<file path="src/rtl/multi_arb_pkg.sv">
// Shared types and constants for the multi-requester compute-unit arbiter.
// The index width covers the largest supported requester count.
package multi_arb_pkg;

  typedef enum logic [2:0] {
    IDLE,
    START,
    WAIT,
    RESP,
    RECOVER
  } state_t;

  localparam int NREQ_MAX        = 8;
  localparam int IDXW            = $clog2(NREQ_MAX);
  localparam int DEFAULT_TIMEOUT = 15;

  // Successor of a requester index, wrapping modulo n.
  function automatic logic [IDXW-1:0] next_idx(input logic [IDXW-1:0] idx, input int n);
    return (int'(idx) >= n - 1) ? '0 : idx + 1'b1;
  endfunction

endpackage

</file>
<file path="src/rtl/multi_unit_arbiter_rr_pick.sv">
// Combinational round-robin search: first asserted request at or above ptr,
// wrapping modulo NREQ.
module rr_pick
  import multi_arb_pkg::*;
#(
  parameter int NREQ = 2
) (
  input  logic [NREQ-1:0] req,
  input  logic [IDXW-1:0] ptr,
  output logic            any,
  output logic [IDXW-1:0] idx
);

  logic [NREQ-1:0] rot;

  always_comb begin
    int sum;
    // NOTE: every combinational output gets a default before any branch so
    // no path leaves it unassigned and no latch is inferred.
    rot = NREQ'({req, req} >> ptr);
    any = |req;
    idx = '0;
    sum = 0;
    // Descending scan: the smallest offset from ptr is written last and wins.
    for (int off = NREQ - 1; off >= 0; off--) begin
      if (rot[off]) begin
        sum = int'(ptr) + off;
        if (sum >= NREQ) sum = sum - NREQ;
        idx = IDXW'(sum);
      end
    end
  end

endmodule

</file>
<file path="src/rtl/multi_unit_arbiter.sv">
// Shares one multi-cycle compute unit between NREQ valid/ready requesters,
// with a round-robin grant, a done watchdog and ownership of the unit reset.
module multi_unit_arbiter
  import multi_arb_pkg::*;
#(
  parameter int NREQ    = 2,
  parameter int W       = 32,
  parameter int TIMEOUT = DEFAULT_TIMEOUT
) (
  input  logic            clock,
  input  logic            reset_n,
  input  logic [NREQ-1:0] req_valid,
  output logic [NREQ-1:0] req_ready,
  input  logic [NREQ*W-1:0] req_inp,
  output logic [NREQ-1:0] resp_valid,
  input  logic [NREQ-1:0] resp_ready,
  output logic [W-1:0]    resp_data,
  output logic            resp_err,
  output logic            unit_reset,
  output logic            unit_start,
  output logic [W-1:0]    unit_inp,
  input  logic            unit_done,
  input  logic [W-1:0]    unit_out,
  output logic            busy
);

  localparam int CW = $clog2(TIMEOUT) + 1;

  state_t          state, state_nx;
  logic [IDXW-1:0] rr_ptr;
  logic [IDXW-1:0] grant;
  logic [W-1:0]    operand;
  logic [CW-1:0]   wd_cnt;
  logic            reset_flag;

  logic            pick_any;
  logic [IDXW-1:0] pick_idx;
  logic            accept;
  logic            resp_fire;
  logic            timeout_hit;

  rr_pick #(.NREQ(NREQ)) u_pick (
    .req (req_valid),
    .ptr (rr_ptr),
    .any (pick_any),
    .idx (pick_idx)
  );

  always_comb begin
    state_nx    = state;
    req_ready   = '0;
    resp_valid  = '0;
    unit_start  = 1'b0;
    accept      = 1'b0;
    resp_fire   = 1'b0;
    timeout_hit = (wd_cnt == CW'(TIMEOUT - 1));
    case (state)
      IDLE: begin
        // Requests are held off while the unit is still being reset.
        if (pick_any && !reset_flag) begin
          accept    = 1'b1;
          req_ready = NREQ'(1) << pick_idx;
          state_nx  = START;
        end
      end
      START: begin
        unit_start = 1'b1;
        state_nx   = WAIT;
      end
      WAIT: begin
        if (unit_done)        state_nx = RESP;
        else if (timeout_hit) state_nx = RECOVER;
      end
      RECOVER: state_nx = RESP;
      RESP: begin
        resp_valid = NREQ'(1) << grant;
        if (((resp_ready >> grant) & NREQ'(1)) != '0) begin
          resp_fire = 1'b1;
          state_nx  = IDLE;
        end
      end
      default: state_nx = IDLE;
    endcase
  end

  // NOTE: all state below is updated with non-blocking assignments so every
  // register samples pre-edge values regardless of statement order.
  always_ff @(posedge clock or negedge reset_n) begin
    if (!reset_n) begin
      state      <= IDLE;
      rr_ptr     <= '0;
      grant      <= '0;
      operand    <= '0;
      wd_cnt     <= '0;
      resp_data  <= '0;
      resp_err   <= 1'b0;
      reset_flag <= 1'b1;
    end else begin
      state      <= state_nx;
      reset_flag <= 1'b0;
      if (accept) begin
        grant   <= pick_idx;
        operand <= req_inp[int'(pick_idx)*W +: W];
      end
      case (state)
        START: wd_cnt <= '0;
        WAIT: begin
          if (wd_cnt != '1) wd_cnt <= wd_cnt + 1'b1;
          // Done takes priority over a simultaneous watchdog expiry.
          if (unit_done) begin
            resp_data <= unit_out;
            resp_err  <= 1'b0;
          end else if (timeout_hit) begin
            resp_data <= '0;
            resp_err  <= 1'b1;
          end
        end
        default: ;
      endcase
      if (resp_fire) rr_ptr <= next_idx(grant, NREQ);
    end
  end

  assign unit_reset = reset_flag | (state == RECOVER);
  assign unit_inp   = operand;
  assign busy       = (state != IDLE);

endmodule
</file>
<file path="config.mk">
export PLATFORM = sky130hd
export DESIGN_NAME = multi_unit_arbiter
export DESIGN_NICKNAME = d
export VERILOG_FILES = /design/src/rtl/multi_arb_pkg.sv /design/src/rtl/multi_unit_arbiter_rr_pick.sv /design/src/rtl/multi_unit_arbiter.sv
export SDC_FILE = /design/constraint.sdc
export NUM_CORES = 1
export LEC_CHECK = 0
export CORE_UTILIZATION = 42
export DETAILED_ROUTE_END_ITERATION = 8
export PLACE_DENSITY = 0.8
export SYNTH_ARGS = -nofsm -noshare
export SYNTH_HDL_FRONTEND = slang
export SYNTH_SLANG_ARGS = --single-unit
</file>
<file path="constraint.sdc">
create_clock -name clock -period 2.8 [get_ports clock]
set_input_delay 0.84 -clock clock [delete_from_list [all_inputs] [get_ports clock]]
set_output_delay 0.84 -clock clock [all_outputs]
set_load 0.05 [all_outputs]
</file>
==> metrics.txt <==
slew at the pin with the worst max-slew slack=0.548 ns; area delta synth->final=59.4%; syn_area_per_cell=11.9 µm²; die height=99.6 µm; multiplexer share of the synthesized area=9.32%; CP Launch Point=rr_ptr[1]$_DFFE_PN0P_; # IOs=175; YS warnings=0; hold path startpoint=unit_inp[28]$_DFFE_PN0P_; Hold Path Sink=unit_inp[28]$_DFFE_PN0P_; status=finished with violations; Seq pwr share=26.6%; largest net degree at the start of global routing=81; port buffer count=174; post-route ant nets=0; row count=35; global route overflow=0; PD cells=1210 nW/µm²; post-synth top area share=49.4%; DRT Wirelength=10,700 µm; Worst-path clk slew=0.08 ns; # diodes=0; startpoint types=register; shortest period the worst path allows=2.92 ns; CTS tree=yes; EDFF count, synth=0; Starting Density=43.3%; Mapped Cells=336; NetSw=0.00370 W; crit path max fanout=7; setup slack after layout=-0.116 ns; XOR/XNOR Fraction of Synth Area=0.657%; DP Worst Slack=-0.436 ns; Starting DRT DRC Count=105; reg2reg setup slack=0.46 ns; Die Area=9920 µm²; Peak Freq=343 MHz; DRC viols=0; Tot GR Track Use=21.8%; Synth Net Count=449; crit share post-route=104%; max_slew headroom=63.3%; register area share after synthesis=50.1%; Post-DP Area=5960 µm²; worst r2r dst=unit_inp[31]$_DFFE_PN0P_; final hold violations=0; unrepaired setup endpoints after global routing=yes; critical path endpoint category=output pin; Yosys top cell by area=dfrtp_1; RePlAce Congestion=0.767; vias post-DR=3,405; flops & latches, synth=80; Worst Skew=0.0116 ns; main flop type after synthesis=dfrtp_1; failing checks=setup timing; DP HPWL=7520 µm; asr flop ratio synth=100%; Netlist cell types=52; switching portion of total power=47.9%; largest cells by area after synthesis=dfrtp_1, mux2i_1, o31ai_2; vias per inst=5.20; Clock Sinks=80; number of global-route vias before repair=3,464; largest family of logic cells by synthesized area=compound AO/OA/AOI/OAI gates; layout cell share with drive strength beyond 1=20.9%; kind of critical path=register to output pin; Cell Area, Synth=4000 µm²; fin util=69.0%; WHS=0.480 ns; Max VDD drop=912 µV; count leader, synth=dfrtp_1; CTS buffer count=9; FF-to-FF path depth=7; Cells on Worst Hold Path=2; combinational share of power=60.0%; final setup fails=2; WP data arrival=2.08 ns; simple-gate area share of the yosys netlist=8.95%; initial antenna violation count=0; post-synthesis compound-gate area fraction=22.9%; pins over their slew limit=0; post-synthesis adder-cell area fraction=3.13%; Clock Tree Root=clkbuf_8; clock network power share=13.4%; RR Startpoint=rr_ptr[1]$_DFFE_PN0P_; first-pass GRT wire length=16,900 µm; Hold Buf Count CTS=0; fin nets=634; final instance area=6370 µm²; P_leak=2.73 nW; Internal Power=0.00403 W; CTS Buffer Depth=2; first-pass iteration count of the detailed router=7; chip width=99.6 µm; Max Cap Violations=0; Total Power=0.00773 W; Core Area=9240 µm²; Avg WL per Cell=16.3 µm; worst skew pair latency=0.34 ns; H-tree depth=3; commonest cells in the netlist=dfrtp_1, nand2_1, mux2i_1, a22o_1, o31ai_2; worst hold path type=register to register; CP required=1.96 ns
[what timing repair did]
item | in CTS | in global routing
setup endpoints to repair | 3 | 2
pin swaps | 9 | 1
setup buffers | 8 | 1
gates resized for setup | 28 | 5
[final cells by class]
class | count | area [µm²]
Fill cell | 705 | 2870
Sequential cell | 80 | 2010
Timing Repair Buffer | 199 | 1960
Multi-Input combinational cell | 220 | 1960
Tap cell | 129 | 161
Clock buffer | 9 | 124
Clock inverter | 7 | 124
Inverter | 11 | 41.3
[registers in the layout, summed over array words and instances (netlist names)]
register and cells:
grant 3, reset_flag 1, resp_data 32, resp_err 1, rr_ptr 3, state 3, unit_inp 32, wd_cnt 5
[power by group through the flow]
stage | registers [W] | clock network [W] | logic [W]
after floorplan | 0.00350 | 0 | 0.00152
final | 0.00206 | 0.00104 | 0.00463
after detailed placement | 0.00205 | 0 | 0.00445
after CTS | 0.00206 | 0.00106 | 0.00460
after global placement | 0.00204 | 0 | 0.00435
after global routing | 0.00213 | 0.00112 | 0.00488
[metal layers]
| layer | vias up | track usage (%) | wire (µm) |
|---|---|---|---|
| met3 | 14 | 4.92 | 703 |
| met1 | 1634 | 26.5 | 4410 |
| li1 | 1608 | - | - |
| met4 | 0 | 6.67 | 144 |
| met2 | 149 | 38.7 | 5400 |
| met5 | - | 0 | 0 |
[worst max-delay path by stage]
stage / endpoint / depth (start not counted)
floorplan: req_ready[0] / 5
global placement: req_ready[0] / 7
detailed placement: req_ready[1] / 6
CTS: req_ready[0] / 6
global route: req_ready[0] / 6
finish: req_ready[0] / 6
[through the flow]
step,instances,TNS (ns)
5_1_grt,655,-0.378
2_1_floorplan,336,-0.364
3_5_place_dp,630,-4.40
3_3_place_gp,630,-2.02
6_report,655,-0.212
4_1_cts,654,-0.205
[layout by cell type, fill, tap and decap left out, types with 2 or more instances in the layout]
cell type,instances
a21o_1,2
a21oi_1,5
a22o_1,34
and4b_1,2
buf_12,4
buf_2,2
buf_4,26
buf_6,2
bufinv_16,3
clkbuf_8,9
clkdlybuf4s50_1,164
dfrtp_1,76
dfrtp_2,3
ha_1,7
ha_4,3
inv_1,8
inv_2,3
inv_6,3
mux2i_1,35
nand2_1,37
nand2b_1,2
nor2_1,5
nor2_4,2
nor3_2,2
o21ai_0,8
o31ai_1,7
o31ai_2,27
o41ai_1,2
or2_1,2
[critical path, cell delays in order, from the launching register on]
cell and delay (ns):
dfrtp_2 0.50, ha_4 0.21, xor2_4 0.15, or3b_1 0.38, a22oi_2 0.27, nor3_2 0.07
buf_6 0.16
[kinds of logic after synthesis]
family / Yosys count
AOI/OAI and AO/OA: 99
xor gates and xnor gates: 3
muxes: 37
DFF: 80
other: 1
and+or+nand+nor: 70
adders and majority gates: 10
buffers and inverters: 36
(Power assumes the default switching activity.)
